<file path="src/rtl/core_sequencer_pkg.sv">
// Shared definitions for the 9-bit core sequencer: FSM states, opcode fields
// and the load-detect helper.
package core_sequencer_pkg;

  localparam int unsigned INSTR_W = 9;

  typedef enum logic [2:0] {
    IDLE,
    INIT,
    EXEC,
    LWAIT,
    DONE
  } state_e;

  localparam logic [INSTR_W-1:0] kHALT = 9'h1FF;

  // Major opcode lives in Instruction[8:6]; load/store sub-op in Instruction[5:3].
  localparam logic [2:0] kRTYPE  = 3'b000;
  localparam logic [2:0] kLSTYPE = 3'b001;
  localparam logic [2:0] kEQ     = 3'b010;
  localparam logic [2:0] kLB     = 3'b000;
  localparam logic [2:0] kSB     = 3'b001;

  function automatic logic is_load(input logic [INSTR_W-1:0] instr);
    return (instr[8:6] == kLSTYPE) && (instr[5:3] == kLB);
  endfunction

endpackage

</file>
<file path="src/rtl/core_sequencer_if.sv">
// Harness/decoder-facing signal bundle of the sequencer.
interface core_sequencer_if
  import core_sequencer_pkg::*;
#(
  parameter int unsigned CNT_W = 16
);
  logic               Start;
  logic [INSTR_W-1:0] Instruction;
  logic               BranchEn;
  logic               RegWriteEn;
  logic               MemWriteEn;
  logic               PcInit;
  logic               PcAdvance;
  logic               RegWriteQual;
  logic               MemWriteQual;
  logic               Ack;
  logic               Timeout;
  logic [CNT_W-1:0]   CycleCount;
  logic [CNT_W-1:0]   InstrCount;

  modport master (
    output Start, Instruction, BranchEn, RegWriteEn, MemWriteEn,
    input  PcInit, PcAdvance, RegWriteQual, MemWriteQual,
           Ack, Timeout, CycleCount, InstrCount
  );

  modport slave (
    input  Start, Instruction, BranchEn, RegWriteEn, MemWriteEn,
    output PcInit, PcAdvance, RegWriteQual, MemWriteQual,
           Ack, Timeout, CycleCount, InstrCount
  );
endinterface

</file>
<file path="src/rtl/core_sequencer_sat_counter.sv">
// Up-counter with synchronous clear that sticks at all-ones instead of wrapping.
module sat_counter #(
  parameter int unsigned WIDTH = 16
) (
  input  logic             clk_i,
  input  logic             rst_i,
  input  logic             clr_i,
  input  logic             en_i,
  output logic [WIDTH-1:0] count_o
);
  logic [WIDTH-1:0] count_q, count_d;

  always_comb begin
    count_d = count_q;
    if (clr_i) begin
      count_d = '0;
    end else if (en_i && (count_q != '1)) begin
      count_d = count_q + 1'b1;
    end
  end

  always_ff @(posedge clk_i or posedge rst_i) begin
    if (rst_i) begin
      count_q <= '0;
    end else begin
      count_q <= count_d;
    end
  end

  assign count_o = count_q;
endmodule

</file>
<file path="src/rtl/core_sequencer.sv">
// Multi-cycle sequencer: Start/Ack handshake, PC stepping, write qualification,
// load stall, cycle/retire counters and watchdog.
module core_sequencer
  import core_sequencer_pkg::*;
#(
  parameter int unsigned LOAD_WAIT  = 1,
  parameter int unsigned CNT_W      = 16,
  parameter int unsigned MAX_CYCLES = 0
) (
  input logic             Clk,
  input logic             Reset,
  core_sequencer_if.slave bus
);
  state_e           state_q, state_d;
  logic [2:0]       wait_q, wait_d;
  logic             ack_q, ack_d;
  logic             timeout_q, timeout_d;
  logic [CNT_W-1:0] cycle_cnt, instr_cnt;
  logic             wd_hit, wd_take, retire, cnt_clr, cyc_en;

  assign wd_hit  = (MAX_CYCLES != 0) && (cycle_cnt == CNT_W'(MAX_CYCLES));
  assign cnt_clr = (state_q == INIT);
  // The cycle that trips the watchdog is not counted, so CycleCount ends at MAX_CYCLES.
  assign cyc_en  = ((state_q == EXEC) || (state_q == LWAIT)) && !wd_hit;

  always_comb begin
    state_d          = state_q;
    wait_d           = wait_q;
    wd_take          = 1'b0;
    retire           = 1'b0;
    bus.PcInit       = 1'b0;
    bus.PcAdvance    = 1'b0;
    bus.RegWriteQual = 1'b0;
    bus.MemWriteQual = 1'b0;
    unique case (state_q)
      IDLE: if (bus.Start) state_d = INIT;
      INIT: begin
        bus.PcInit = 1'b1;
        if (!bus.Start) state_d = EXEC;
      end
      EXEC: begin
        if (bus.Start) begin
          state_d = INIT;
        end else if (wd_hit) begin
          state_d = DONE;
          wd_take = 1'b1;
        end else if (bus.Instruction == kHALT) begin
          state_d = DONE;
        end else if (is_load(bus.Instruction) && (LOAD_WAIT != 0)) begin
          state_d = LWAIT;
          wait_d  = 3'(LOAD_WAIT);
        end else begin
          retire           = 1'b1;
          bus.PcAdvance    = 1'b1;
          bus.RegWriteQual = bus.RegWriteEn;
          bus.MemWriteQual = bus.MemWriteEn;
        end
      end
      LWAIT: begin
        if (bus.Start) begin
          state_d = INIT;
          wait_d  = '0;
        end else if (wd_hit) begin
          state_d = DONE;
          wd_take = 1'b1;
          wait_d  = '0;
        end else begin
          wait_d = wait_q - 3'd1;
          if (wait_q == 3'd1) begin
            retire           = 1'b1;
            bus.PcAdvance    = 1'b1;
            bus.RegWriteQual = bus.RegWriteEn;
            state_d          = EXEC;
          end
        end
      end
      DONE: if (bus.Start) state_d = INIT;
      default: state_d = IDLE;
    endcase
  end

  // Timeout survives only while DONE is held; any exit from DONE drops it.
  assign ack_d     = (state_d == DONE);
  assign timeout_d = (state_d == DONE) && (wd_take || ((state_q == DONE) && timeout_q));

  always_ff @(posedge Clk or posedge Reset) begin
    if (Reset) begin
      state_q   <= IDLE;
      wait_q    <= '0;
      ack_q     <= 1'b0;
      timeout_q <= 1'b0;
    end else begin
      state_q   <= state_d;
      wait_q    <= wait_d;
      ack_q     <= ack_d;
      timeout_q <= timeout_d;
    end
  end

  sat_counter #(.WIDTH(CNT_W)) u_cycle_cnt (
    .clk_i   (Clk),
    .rst_i   (Reset),
    .clr_i   (cnt_clr),
    .en_i    (cyc_en),
    .count_o (cycle_cnt)
  );

  sat_counter #(.WIDTH(CNT_W)) u_instr_cnt (
    .clk_i   (Clk),
    .rst_i   (Reset),
    .clr_i   (cnt_clr),
    .en_i    (retire),
    .count_o (instr_cnt)
  );

  assign bus.Ack        = ack_q;
  assign bus.Timeout    = timeout_q;
  assign bus.CycleCount = cycle_cnt;
  assign bus.InstrCount = instr_cnt;
endmodule

</file>
<file path="src/flat_wrapper.sv">
// flat-port wrapper written by rule: the top's interface ports become plain ports
module core_sequencer_flat import core_sequencer_pkg::*;
#(
  parameter int unsigned LOAD_WAIT  = 1,
  parameter int unsigned CNT_W      = 16,
  parameter int unsigned MAX_CYCLES = 0
)
  (Clk, Reset, bus_Start, bus_Instruction, bus_BranchEn, bus_RegWriteEn, bus_MemWriteEn, bus_PcInit, bus_PcAdvance, bus_RegWriteQual, bus_MemWriteQual, bus_Ack, bus_Timeout, bus_CycleCount, bus_InstrCount);
  core_sequencer_if #(.CNT_W(CNT_W)) bus_i ();
  input logic Clk;
  input logic Reset;
  input wire logic [$bits(bus_i.Start)-1:0] bus_Start;
  input wire logic [$bits(bus_i.Instruction)-1:0] bus_Instruction;
  input wire logic [$bits(bus_i.BranchEn)-1:0] bus_BranchEn;
  input wire logic [$bits(bus_i.RegWriteEn)-1:0] bus_RegWriteEn;
  input wire logic [$bits(bus_i.MemWriteEn)-1:0] bus_MemWriteEn;
  output wire logic [$bits(bus_i.PcInit)-1:0] bus_PcInit;
  output wire logic [$bits(bus_i.PcAdvance)-1:0] bus_PcAdvance;
  output wire logic [$bits(bus_i.RegWriteQual)-1:0] bus_RegWriteQual;
  output wire logic [$bits(bus_i.MemWriteQual)-1:0] bus_MemWriteQual;
  output wire logic [$bits(bus_i.Ack)-1:0] bus_Ack;
  output wire logic [$bits(bus_i.Timeout)-1:0] bus_Timeout;
  output wire logic [$bits(bus_i.CycleCount)-1:0] bus_CycleCount;
  output wire logic [$bits(bus_i.InstrCount)-1:0] bus_InstrCount;
  assign bus_i.Start = bus_Start;
  assign bus_i.Instruction = bus_Instruction;
  assign bus_i.BranchEn = bus_BranchEn;
  assign bus_i.RegWriteEn = bus_RegWriteEn;
  assign bus_i.MemWriteEn = bus_MemWriteEn;
  assign bus_PcInit = bus_i.PcInit;
  assign bus_PcAdvance = bus_i.PcAdvance;
  assign bus_RegWriteQual = bus_i.RegWriteQual;
  assign bus_MemWriteQual = bus_i.MemWriteQual;
  assign bus_Ack = bus_i.Ack;
  assign bus_Timeout = bus_i.Timeout;
  assign bus_CycleCount = bus_i.CycleCount;
  assign bus_InstrCount = bus_i.InstrCount;
  core_sequencer #(.LOAD_WAIT(LOAD_WAIT), .CNT_W(CNT_W), .MAX_CYCLES(MAX_CYCLES)) u_core (.Clk(Clk), .Reset(Reset), .bus(bus_i));
endmodule
</file>
<file path="config.mk">
export PLATFORM = sky130hd
export DESIGN_NAME = core_sequencer_flat
export DESIGN_NICKNAME = d
export VERILOG_FILES = /design/src/rtl/core_sequencer_pkg.sv /design/src/rtl/core_sequencer_if.sv /design/src/rtl/core_sequencer_sat_counter.sv /design/src/rtl/core_sequencer.sv /design/src/flat_wrapper.sv
export SDC_FILE = /design/constraint.sdc
export NUM_CORES = 1
export LEC_CHECK = 0
export CAP_MARGIN = 20
export CELL_PAD_IN_SITES_DETAIL_PLACEMENT = 1
export CELL_PAD_IN_SITES_GLOBAL_PLACEMENT = 1
export CORE_ASPECT_RATIO = 1.75
export CORE_MARGIN = 3
export CORE_UTILIZATION = 41
export CTS_CLUSTER_DIAMETER = 50
export CTS_CLUSTER_SIZE = 24
export DETAILED_ROUTE_END_ITERATION = 16
export GPL_TIMING_DRIVEN = 1
export PLACE_DENSITY_LB_ADDON = 0.1
export SLEW_MARGIN = 20
export SYNTH_ARGS = -nofsm -noshare
export SYNTH_HDL_FRONTEND = slang
export SYNTH_HIERARCHICAL = 1
export SYNTH_SLANG_ARGS = --single-unit
export TNS_END_PERCENT = 1
</file>
<file path="constraint.sdc">
create_clock -name Clk -period 5.38 [get_ports Clk]
set_input_delay 1.076 -clock Clk [delete_from_list [all_inputs] [get_ports Clk]]
set_output_delay 1.076 -clock Clk [all_outputs]
set_load 0.01 [all_outputs]
</file>
==> parameters.txt <==
Parameter                              Value

Floorplanning
  Floorplan row count ... 36
  Die X-Extent ... 64.12 microns
  Core area ... roughly 0.0056 sq mm
  Starting Density ... 43.04%
  Number of placed I/O pins ... 53
  Die outline height ... 107.7 microns
  Total die area ... 0.006906 sq mm

CTS
  Clock sink count ... 40
  CTS H-tree lvls ... 2
  Largest buffer count on any clock path ... 2
  Clock latency at the later pin of the worst-skew pair ... about 0.29 ns
  Setup repair bufs after CTS ... 0
  Clock root buffer ... sky130_fd_sc_hd__clkbuf_8
  TritonCTS clock tree ... done
  Hold-fix buffer count after cts ... 0
  Clock transition at path regs ... about 0.080 ns
  Post-cts gate resize count ... 0
  CTS buffer count ... 5

Final layout
  Fraction of final layout cells with drive strength greater than 1 ... 8.917%
  Filler Cells Inserted ... 672
  Post-route cell area ... 0.003107 sq mm
  Commonest cells after routing, fill and taps aside ... sky130_fd_sc_hd__clkdlybuf4s50_1, sky130_fd_sc_hd__dfrtp_1, sky130_fd_sc_hd__a21oi_1
  Count of nets after finishing ... 332
  Growth of design area from synthesis to finish ... 28.19%
  Final antenna diode count ... 0
  Most common library cell in the layout ignoring fill and taps ... sky130_fd_sc_hd__clkdlybuf4s50_1
  Layout Cells excl Fill ... 390

Setup path
  Required time of the critical path ... 4.30 ns
  Crit-path cells ... clkdlybuf4s50_1 > nor2_1 > nand2_1 > o31ai_1 > buf_4 > clkdlybuf4s50_1
  Critical path's most frequent cell ... sky130_fd_sc_hd__clkdlybuf4s50_1
  Arr. time, crit path ... 3.15 ns
  Biggest cell delay along the critical path ... 0.61 ns
  Critical-path maximum fanout ... 9
  Critical path start-end classification ... input port to output port
  Worst setup EP type ... output port
  Startpoint class of the critical path ... input port
  Cell at the slowest stage of the critical path ... sky130_fd_sc_hd__clkdlybuf4s50_1

Yosys
  Share of flip-flops with an asynchronous set or reset after synthesis ... 100.0%
  Primary flip-flop cell chosen by synthesis mapping ... sky130_fd_sc_hd__dfrtp_1
  Yosys reg bits ... 40
  Synthesized area per cell ... 9.215 sq um
  Synth warn ... 6
  Count of flip-flops with a built-in enable after synthesis ... 0
  Sequential area share after synthesis ... about two fifths
  Netlist area before placement ... 0.002424 sq mm
  Number of nets in the synthesized netlist ... 282
  Count of mapped cells out of synthesis ... 263
  Number of distinct library cells after synthesis ... 48

Routing
  Detailed-route wire length per cell ... 17.55 microns
  Post-detailed-route DRC marker count ... 0
  DRC marker count from the first detailed-route iteration ... 96
  Final wirelength ... 6.846 mm
  Remaining number of nets flagged by the antenna check after routing ... 0
  Total vias in the final route ... ~2,400
  Vias per cell ... 6.041
  Detailed-router iteration count before antenna repair ... 4

Timing
  Fin crit period ... between 4 and 5 ns
  Setup clock skew after layout ... 0.006962 ns
  Number of setup violations in the final report ... 0
  Post-route clock period utilization ... 78.59%
  Tightest slew margin relative to the limit ... between 40% and 50%
  RSZ-0062 raised after global routing ... no
  F_max ... about 240 MHz
  Number of max-slew violations in the final report ... 0
  Transition time at the pin with the least slew margin ... 0.7528 ns
  Accumulated negative setup slack ... 0 ns
  Final Hold Fails ... 0

Pwr
  P_leak ... 0.001149 uW
  Cell area power density ... 263.8 mW/mm^2
  Peak supply drop ... 0.1877 mV

Worst hold path
  Path class of the lowest-slack min-delay path ... flop to flop

Global route
  Initial antenna violation count ... 0
  Wire length of the first global-routing pass ... between 10 and 15 mm
  Pin count of the biggest net entering global routing ... 39
  Vias in the first global route ... 2,497
  Total routing resource utilization after global routing ... 21.41%
  Congestion Overflow GR ... 0

Status
  Result of the run ... completed

Place
  Placed cell areas ... 0.002999 sq mm
  Placer's final routability congestion estimate ... a little over 0.8
  DPL Wire Length ... 5.023 mm
  Cell total after placement ... 382
  Count of buffers from port buffering ... 51

Job
  Total of max-cap violations ... 0
[Yosys cell counts, drive strengths merged (7+ instances only)]
cell type   n  share of area [%]
nor2       10                1.5
a21oi      24                5.0
nand4      12                4.3
or4        16                5.4
o31ai      13                4.0
o21ai      11                2.3
nand3      16                3.3
inv        13                2.0
nor4        7                2.4
nor2b       8                2.1
or3        14                3.7
nor3       10                2.7
dfrtp      40                 41
nand2      17                2.6
[metrics by stage]
step	setup slack [ns]	power, uW	util (%)	hold WS, ns
3_3_place_gp	1.222	571.4	53.27	0.4726
2_1_floorplan	1.988	494.8	-	0.4663
5_1_grt	1.004	874.7	55.18	0.5183
4_1_cts	1.133	827.8	55.18	0.4995
6_report	1.152	819.7	55.18	0.4894
3_5_place_dp	1.189	578.4	53.27	0.4819
[worst max-delay path, delay by kind of cell]
| kind | cells | cell delay, ns |
|---|---|---|
| and+or+nand+nor | 2 | 0.46 |
| AOI/OAI and AO/OA | 1 | 0.24 |
| buffers and inverters | 3 | 1.37 |
[kinds of logic after synthesis]
family | synth area share, %
AOI/OAI and AO/OA | 16.26
adders and majority gates | 2.065
buffers and inverters | 4.078
DFF | 41.30
muxes | 3.097
and+or+nand+nor | 33.20
[per-layer routing]
| layer | vias up | global-route usage, % | wire, microns |
|---|---|---|---|
| met5 | - | 0 | 0 |
| li1 | 1106 | - | - |
| met2 | 53 | 39.38 | 3746 |
| met1 | 1184 | 24.21 | 2716 |
| met4 | 0 | 9.834 | 223 |
| met3 | 13 | 2.299 | 160 |
[worst paths after layout]
path / slack [ns] / startpoint / end / cells after the start
worst max-delay path: 1.15 / bus_Start / bus_PcAdvance / 6
worst min-delay path: 0.49 / u_core/bus.Timeout / u_core/bus.Timeout / 1
worst max register to register: 2.44 / u_core/state_q[2] / u_core/u_instr_cnt/count_o[13] / 9
worst min register to register: 0.49 / u_core/bus.Timeout / u_core/bus.Timeout / 1
max in group asynchronous: 3.66 / Reset / u_core/u_instr_cnt/count_o[2] / 2
min in group asynchronous: 1.13 / Reset / u_core/bus.Ack / 2
[sequential cells by signal, summed over array words and instances, names as in the netlist]
| register | cells |
|---|---|
| u_core/u_cycle_cnt/count_o | 16 |
| u_core/u_instr_cnt/count_o | 16 |
| u_core/state_q | 3 |
| u_core/wait_q | 3 |
| u_core/bus.Ack | 1 |
| u_core/bus.Timeout | 1 |
[where the power goes]
part           leakage, uW  total, uW  switching (uW)  internal, uW
sequential        0.000546        362            35.7           327
clock            0.0000552        248             110           138
combinational     0.000548        209             111          98.2
[final cells by class]
cell class              count  area, sq um  share of cell area, %
clock buffers               6        72.57                  2.336
multi-input cells         200         1329                  42.77
flip-flops and latches     40         1001                  32.22
repair buffers             53        525.5                  16.92
clock inverters             2        35.03                  1.128
well taps                  76        95.09                  3.061
inverters                  13        48.80                  1.571
Power figures use the tool's default switching activity.
